--- src/rtl/fixed_point_pkg.sv ---
`default_nettype none
// ============================================================================
// Module      : fixed_point_pkg
// Description : Shared fixed-point definitions for the narrowing stages:
//               rounding-mode enumeration and signed saturation limits.
// Revision    : 1.0 - initial release
// ============================================================================
package fixed_point_pkg;

    // Rounding applied when dropping fraction bits.
    typedef enum logic [0:0] {
        ROUND_TRUNCATE  = 1'b0,  // floor (arithmetic shift)
        ROUND_HALF_EVEN = 1'b1   // round to nearest, ties to even
    } round_mode_e;

    // Largest value of a signed (ibits+fbits)-bit word.
    function automatic logic signed [63:0] sat_max(input int ibits, input int fbits);
        return (64'sd1 <<< (ibits + fbits - 1)) - 64'sd1;
    endfunction

    // Smallest value of a signed (ibits+fbits)-bit word.
    function automatic logic signed [63:0] sat_min(input int ibits, input int fbits);
        return -(64'sd1 <<< (ibits + fbits - 1));
    endfunction

endpackage
`default_nettype wire

--- src/rtl/fp_narrow.sv ---
`default_nettype none
// ============================================================================
// Module      : fp_narrow
// Description : Two-stage narrowing pipeline after the FMA. Rounds the
//               double-width product to the single fraction width, saturates
//               to the single format, passes the tag through, and counts
//               saturated results (sticky at all-ones).
// Revision    : 1.0 - initial release
// ============================================================================
module fp_narrow
    import fixed_point_pkg::*;
#(
    parameter int          IBITS      = 12,
    parameter int          FBITS      = 20,
    parameter int          ID_BITS    = 8,
    parameter round_mode_e ROUND_MODE = ROUND_HALF_EVEN,
    parameter int          COUNT_BITS = 16
) (
    input  logic                         clock,
    input  logic                         reset,
    input  logic [2*(IBITS+FBITS):0]     a,
    input  logic [ID_BITS-1:0]           iid,
    input  logic                         ivalid,
    output logic                         iacknowledge,
    output logic [IBITS+FBITS-1:0]       r,
    output logic [ID_BITS-1:0]           oid,
    output logic                         saturated,
    output logic                         ovalid,
    input  logic                         oacknowledge,
    output logic [COUNT_BITS-1:0]        sat_count
);

    // Input width and single-format width.
    localparam int c_width  = 2 * (IBITS + FBITS) + 1;
    localparam int c_single = IBITS + FBITS;

    // One guard bit above the input keeps the rounding add from overflowing.
    typedef logic signed [c_width:0]  wide_t;
    typedef logic [c_single-1:0]      single_t;

    typedef struct packed {
        logic               valid;
        logic [ID_BITS-1:0] id;
        wide_t              value;
    } stage_t;

    localparam wide_t c_one  = wide_t'(1);
    // 2^(FBITS-1)-1: with the kept LSB added, exact ties round toward even.
    localparam wide_t c_bias = (c_one <<< (FBITS - 1)) - c_one;
    localparam wide_t c_max  = wide_t'(sat_max(IBITS, FBITS));
    localparam wide_t c_min  = wide_t'(sat_min(IBITS, FBITS));

    logic [1:0]              r_rst_sync;
    stage_t                  r_s1;
    single_t                 r_r;
    logic [ID_BITS-1:0]      r_oid;
    logic                    r_sat;
    logic                    r_ovalid;
    logic [COUNT_BITS-1:0]   r_count;

    logic                    w_rst_n;
    logic                    w_advance;
    wide_t                   w_wide;
    wide_t                   w_sum;
    wide_t                   w_round;
    wide_t                   w_s1_value;
    logic                    w_sat_hi;
    logic                    w_sat_lo;
    single_t                 w_clipped;

    assign w_rst_n      = r_rst_sync[1];
    assign w_advance    = !r_ovalid || oacknowledge;
    assign iacknowledge = w_advance;

    assign r         = r_r;
    assign oid       = r_oid;
    assign saturated = r_sat;
    assign ovalid    = r_ovalid;
    assign sat_count = r_count;

    // Reset asserts immediately, releases on the second clock edge after deassertion.
    always_ff @(posedge clock or negedge reset) begin
        if (!reset) begin
            r_rst_sync <= 2'b00;
        end else begin
            r_rst_sync <= {r_rst_sync[0], 1'b1};
        end
    end

    // Stage 1 rounding: sign-extend, optionally bias, then drop FBITS fraction bits.
    always_comb begin
        w_wide  = {a[c_width-1], a};
        w_sum   = w_wide + c_bias + wide_t'(a[FBITS]);
        w_round = (ROUND_MODE == ROUND_HALF_EVEN) ? (w_sum >>> FBITS) : (w_wide >>> FBITS);
    end

    // Stage 2 saturation: clip the rounded value to the single-format range.
    always_comb begin
        w_s1_value = r_s1.value;
        w_sat_hi   = (w_s1_value > c_max);
        w_sat_lo   = (w_s1_value < c_min);
        if (w_sat_hi) begin
            w_clipped = c_max[c_single-1:0];
        end else if (w_sat_lo) begin
            w_clipped = c_min[c_single-1:0];
        end else begin
            w_clipped = w_s1_value[c_single-1:0];
        end
    end

    // Both pipeline stages move together on advance; the counter sticks at all-ones.
    always_ff @(posedge clock or negedge w_rst_n) begin
        if (!w_rst_n) begin
            r_s1     <= '0;
            r_r      <= '0;
            r_oid    <= '0;
            r_sat    <= 1'b0;
            r_ovalid <= 1'b0;
            r_count  <= '0;
        end else begin
            if (w_advance) begin
                r_s1.valid <= ivalid;
                r_s1.id    <= iid;
                r_s1.value <= w_round;
                r_ovalid   <= r_s1.valid;
                r_oid      <= r_s1.id;
                r_r        <= w_clipped;
                r_sat      <= r_s1.valid && (w_sat_hi || w_sat_lo);
            end
            if (r_ovalid && oacknowledge && r_sat && (r_count != '1)) begin
                r_count <= r_count + COUNT_BITS'(1);
            end
        end
    end

endmodule
`default_nettype wire

--- config.mk ---
export PLATFORM = sky130hd
export DESIGN_NAME = fp_narrow
export DESIGN_NICKNAME = d
export VERILOG_FILES = /design/src/rtl/fixed_point_pkg.sv /design/src/rtl/fp_narrow.sv
export SDC_FILE = /design/constraint.sdc
export NUM_CORES = 1
export LEC_CHECK = 0
export CAP_MARGIN = 15
export CORE_MARGIN = 10
export CORE_UTILIZATION = 30
export DETAILED_ROUTE_END_ITERATION = 6
export GPL_ROUTABILITY_DRIVEN = 0
export PLACE_DENSITY = 0.65
export SLEW_MARGIN = 25
export SYNTH_ARGS = -nofsm -noshare
export SYNTH_HDL_FRONTEND = slang
export SYNTH_SLANG_ARGS = --single-unit
--- constraint.sdc ---
create_clock -name clock -period 6.55 [get_ports clock]
set_input_delay 0.655 -clock clock [delete_from_list [all_inputs] [get_ports clock]]
set_output_delay 0.655 -clock clock [all_outputs]
set_load 0.05 [all_outputs]
==> out/metrics.yaml <==
seqCellArea_um2: 2882
drt-wirelength-per-cell_um: 15.50
cts-root-buf: "sky130_fd_sc_hd__clkbuf_16"
layout-drive-gt1-share_pct: 7.229
maxClockFrequency_ghz: 0.3047
worst-path-buf-inv: 4
nets: 812
num_antenna_cells: 0
post_synth_instance_area_um2: 5508
pin_count_of_the_biggest_net_entering_global_routing: 115
synth.yosys.warnings: 0
clk_latency_ns: 0.41
timing.final.crit_period_ns: 3.282
detailedRoute.firstPassIterationCount: 4
die_y_um: 155.5
hold_violations: 0
end_kind: "output port"
timing.clock.skew_ns: 0.005925
tritoncts: "built"
drt_iter0_markers: 195
max-slew-margin-rel_pct: 38.97
postSynthAreaPerCell_um2: 9.104
clk_transition_reported_paths_ns: 0.05
holdCritStartpoint: "r_rst_sync[0]$_DFF_PN0_"
launch_instance_of_the_worst_register_to_register_path: "ovalid$_DFFE_PN0P_"
report.final.setup_viol: 0
detail_route.drc_violations: 0
routed_via_density: 4.747
grt_antenna_before_repair: 2
synth_top_area_cell: "sky130_fd_sc_hd__dfrtp_1"
globalRoute.totalOverflow: 0
power.static_leakage_nw: 3.099
timing.critical_path.max_delay_family: "buffers and inverters"
hold_path_class: "register to register"
initial_utilization_pct: 30.56
detailed_place.area_um2: 7108
vias: 4633
finalCritPeriodShare_pct: 50.11
cts_repair_resize_count: 0
critical_path.cell_chain: "clkdlybuf4s50_1 -> nor2b_4 -> inv_1 -> buf_4 -> clkdlybuf4s50_1"
cts_htree_levels: 4
final_util_pct: 42.82
syn-instance-count: 605
layout-area-overhead-vs-synth_pct: 40.12
synth_top_area_share_pct: 52.25
top_level_ports: 136
io_buffers: 135
die_w_um: 155.5
multi_input_comb_area_um2: 2507
ant_nets: 0
vdd.ir_drop.worst_uv: 243.0
setup-tns-final_ns: 0
final_area_um2: 7717
grt_pass1_wl_mm: 24.81
cts_hold_buffers: 0
core.rowCount: 49
core_area_um2: 18020
tritoncts.num_buffers: 17
clock_sink_count: 115
ys_seq_area_share_pct: 52.25
final_max_slew_viol_count: 0
cell_type_of_the_slowest_stage_on_the_worst_timing_path: "sky130_fd_sc_hd__clkdlybuf4s50_1"
drv.max_cap_violation_count: 0
reg2reg_setup_slack_ns: 4.52
synthTopCellsByArea: "sky130_fd_sc_hd__dfrtp_1 (52%), sky130_fd_sc_hd__nand2_1 (9.8%), sky130_fd_sc_hd__o21ai_0 (5.9%)"
routed_wirelength_mm: 15.13
die_area_um2: 24180
actual_slew_at_the_worst_max_slew_pin_ns: 0.9078
cp_data_required_time_ns: 5.89
pwr_density_cell_nw_per_um2: 327.7
timing.critical_path.arrival_ns: 2.63
cp_max_fo: 31
synth.ff_latch_count: 115
detailed_place_hpwl_mm: 11.02
startpoint: "oacknowledge"
layout.filler_cells: 1800
grt_setup_unrepaired: "no"
post_cts.repair.setup_buffers: 0
grt_pass1_vias: 4714
worstSetupStartpointType: "primary input"
dominant_cell_type_by_count_on_the_critical_path: "sky130_fd_sc_hd__clkdlybuf4s50_1"
critical-path-max-stage-delay_ns: 0.74
outcome: "finished, final reports clean"
ctsLongestPathBuffers: 2
critPathKind: "primary input to output port"
grt_util_all_layers_pct: 12.79
ys_types: 42
synth_fp_nets: 683
==> report_power, final <==
| group | internal [W] | switching [W] |
|---|---|---|
| registers | 0.000827 | 0.0000851 |
| logic | 0.000235 | 0.000435 |
| clock network | 0.000623 | 0.000324 |
==> Yosys cell counts <==
| master | number |
|---|---|
| sky130_fd_sc_hd__a21oi_1 | 7 |
| sky130_fd_sc_hd__a31oi_1 | 4 |
| sky130_fd_sc_hd__a41oi_1 | 2 |
| sky130_fd_sc_hd__and2_0 | 1 |
| sky130_fd_sc_hd__and2_1 | 4 |
| sky130_fd_sc_hd__and3_1 | 7 |
| sky130_fd_sc_hd__and3b_1 | 1 |
| sky130_fd_sc_hd__and4_1 | 7 |
| sky130_fd_sc_hd__and4bb_2 | 1 |
| sky130_fd_sc_hd__buf_1 | 3 |
| sky130_fd_sc_hd__buf_2 | 1 |
| sky130_fd_sc_hd__buf_6 | 1 |
| sky130_fd_sc_hd__clkbuf_1 | 24 |
| sky130_fd_sc_hd__conb_1 | 1 |
| sky130_fd_sc_hd__dfrtp_1 | 115 |
| sky130_fd_sc_hd__ha_1 | 1 |
| sky130_fd_sc_hd__inv_1 | 9 |
| sky130_fd_sc_hd__mux2_2 | 2 |
| sky130_fd_sc_hd__nand2_1 | 144 |
| sky130_fd_sc_hd__nand2b_1 | 1 |
| sky130_fd_sc_hd__nand3_1 | 22 |
| sky130_fd_sc_hd__nand4_1 | 28 |
| sky130_fd_sc_hd__nand4_4 | 1 |
| sky130_fd_sc_hd__nor2_1 | 51 |
| sky130_fd_sc_hd__nor2b_1 | 2 |
| sky130_fd_sc_hd__nor3_1 | 6 |
| sky130_fd_sc_hd__nor4_1 | 12 |
| sky130_fd_sc_hd__nor4_2 | 7 |
| sky130_fd_sc_hd__nor4_4 | 1 |
| sky130_fd_sc_hd__nor4b_1 | 1 |
| sky130_fd_sc_hd__o211ai_1 | 1 |
| sky130_fd_sc_hd__o21a_1 | 1 |
| sky130_fd_sc_hd__o21ai_0 | 65 |
| sky130_fd_sc_hd__o21ai_1 | 9 |
| sky130_fd_sc_hd__o21ai_2 | 1 |
| sky130_fd_sc_hd__o221a_2 | 1 |
| sky130_fd_sc_hd__o41ai_1 | 1 |
| sky130_fd_sc_hd__or3_1 | 3 |
| sky130_fd_sc_hd__or4_1 | 1 |
| sky130_fd_sc_hd__or4_4 | 1 |
| sky130_fd_sc_hd__xnor2_1 | 28 |
| sky130_fd_sc_hd__xor2_1 | 26 |
==> registers in the layout (all words and copies together) (netlist names) <==
signal and cells:
saturated 1, oid 8, r_rst_sync 2, r_s1 9, r 32, ovalid 1
w_s1_value 46, sat_count 16
==> per-stage QoR <==
stage | worst slack (ns) | total power [W] | instances | hold WS, ns
2_1_floorplan | 3.109 | 0.001318 | 605 | 0.3312
3_3_place_gp | 3.271 | 0.001587 | 943 | 0.3352
3_5_place_dp | 3.276 | 0.001603 | 944 | 0.3395
4_1_cts | 3.268 | 0.002563 | 976 | 0.3510
5_1_grt | 3.184 | 0.002661 | 976 | 0.3671
6_report | 3.268 | 0.002529 | 976 | 0.3479
==> cell families (layout without fill, tap and decap cells) <==
| logic type | Yosys count | after routing | share of synthesized area (%) |
|---|---|---|---|
| AOI/OAI and AO/OA | 92 | 92 | 8.928 |
| xor gates and xnor gates | 54 | 54 | 8.587 |
| adders and majority gates | 1 | 1 | 0.2271 |
| buffers and inverters | 38 | 180 | 2.749 |
| DFF | 115 | 115 | 52.25 |
| muxes | 2 | 2 | 0.4089 |
| other | 1 | 1 | 0.06809 |
| and+or+nand+nor | 302 | 302 | 26.78 |
==> layout by cell type, fill, tap and decap left out, types with 9 or more instances in the layout <==
master,count
sky130_fd_sc_hd__nand2_1,143
sky130_fd_sc_hd__clkdlybuf4s50_1,135
sky130_fd_sc_hd__dfrtp_1,114
sky130_fd_sc_hd__o21ai_0,65
sky130_fd_sc_hd__nor2_1,51
sky130_fd_sc_hd__nand4_1,28
sky130_fd_sc_hd__xnor2_1,28
sky130_fd_sc_hd__xor2_1,26
sky130_fd_sc_hd__nand3_1,22
sky130_fd_sc_hd__clkbuf_16,17
sky130_fd_sc_hd__nor4_1,12
sky130_fd_sc_hd__inv_1,9
sky130_fd_sc_hd__o21ai_1,9
==> worst paths after layout <==
path,to,cells after the start
worst min register to register,r_rst_sync[1]$_DFF_PN0_,0
worst min-delay path,r_rst_sync[1]$_DFF_PN0_,0
min in group asynchronous,r_rst_sync[1]$_DFF_PN0_,1
worst max-delay path,iacknowledge,5
worst max register to register,saturated$_DFFE_PN0P_,5
max in group asynchronous,w_s1_value[40]$_DFFE_PN0P_,1
==> layer usage <==
layer	routed length, um	GRT usage [%]	up-vias	share of wire, %
li1	-	-	2333	-
met1	6685	15.03	2160	44
met2	6846	19.70	117	45
met3	1402	6.314	19	9.3
met4	168	4.724	4	1.1
met5	27	0	-	0.18
==> layout make-up <==
cell class / count / area share [%]
clock buffer: 21 / 6.096
timing repair buffer: 139 / 18.21
sequential: 115 / 37.34
inverter: 9 / 0.4377
clock inverter: 11 / 1.719
tap: 229 / 3.713
multi-input combinational: 452 / 32.49
Note: power is estimated with default switching activity, not from simulation.
==> RTL change: new RTL, config.mk and constraints unchanged <==
The parameter `ID_BITS` goes from 8 to 7.
--- a/src/rtl/fp_narrow.sv
+++ b/src/rtl/fp_narrow.sv
@@ -12,7 +12,7 @@
 #(
     parameter int          IBITS      = 12,
     parameter int          FBITS      = 20,
-    parameter int          ID_BITS    = 8,
+    parameter int          ID_BITS    = 7,
     parameter round_mode_e ROUND_MODE = ROUND_HALF_EVEN,
     parameter int          COUNT_BITS = 16
 ) (
Interface: changed (resized iid and oid); port bits go from 136 to 134. The function was not compared with the original's and may differ.
==> RTL change against the unedited design <==
  * Sequential cell count shrank 2
  * Power shrank 5.4%
  * Combinational power shrank 6.3%
  * Setup slack gained 0.23 ns
  * Count of clock-buffer cells in the layout grew 5
  * Die area shrank 3.6%
  * Hold slack gained 0.0041 ns
  * Area after synthesis shrank 4.1%
  * Sequential power shrank 2.6%
  * Routed wire length shrank 6.7%
  * Cell area shrank 3.8%
  * Final cell count shrank 2.8%
  * Register-to-register slack lost 0.07 ns
  * Largest cell class unchanged
==> RTL change: results <==
group,metric,value,unit
status,status,"finished clean",
worst_setup_path,crit_arrival,2.40,ns
synth,synth_seq_cells,113,
pwr,powerSeq,888,µW
grt,grt_max_degree,114,
pwr,pwr-share-seq,0.371,
sta,hold_slack,0.352,ns
sta,relSlewSlack,0.357,
grt,antenna_found_initial,0,
layout,seq_area_frac,0.381,
synth,ys_types,35,
grt,grt_pass1_wl,23300,µm
sta,clock_skew,0.00888,ns
detailed_routing,drt_first_iter_violations,182,
worst_setup_path,reg2reg_to,"r[27]$_DFFE_PN0P_",
pwr,irDropWorstVdd,0.000181,V
synth,synth_xor_area_frac,0.0762,
layout,drive_gt1_frac,0.0594,
detailed_routing,vias,4454,
layout,n_all_buffers,141,
placed_design,post-place-ws,3.39,ns
synth,muxShareOfSynthArea,0,
grt,gr-usage-all-layers,0.122,
layout,inverters,11,
worst_setup_path,r2r_cells,4,
layout,clockBufferCount,26,
pwr,swShare,0.333,
worst_setup_path,crit_path_max_incr_delay,0.80,ns
layout,fill_cells,1721,
synth,synth_nets,660,
worst_setup_path,rrSetupSlack,4.45,ns
grt,grt_pass1_vias,4326,
RTL change: cell types whose count changed in the layout (fill, tap and decap cells not counted), moves of 4 or more:
cell / delta
a21oi_1: -6
a31oi_1: +10
buf_4: +6
clkinv_2: -4
nand2_1: -10
nand4_1: -8
nor2_1: -27
nor4_2: -7
o21ai_0: +19
o21ai_1: +16
or3_1: +10
xnor2_1: -9
RTL change: metal layers:
metal | part of all wire | up-vias | GRT usage
li1 | - | 2282 | -
met2 | 0.44 | 108 | 0.180
met1 | 0.47 | 2054 | 0.157
met3 | 0.076 | 10 | 0.0514
met4 | 0.011 | 0 | 0.0409
met5 | 0 | - | 0
RTL change: cell families (layout without fill, tap and decap cells):
kind of cell | after synthesis | in the layout
flip-flops | 113 | 113
adder cells (fa/ha/maj) | 1 | 1
AND/OR/NAND/NOR | 250 | 250
other | 1 | 1
AO/OA/AOI/OAI | 130 | 130
XOR/XNOR | 46 | 46
buffers and inverters | 42 | 183
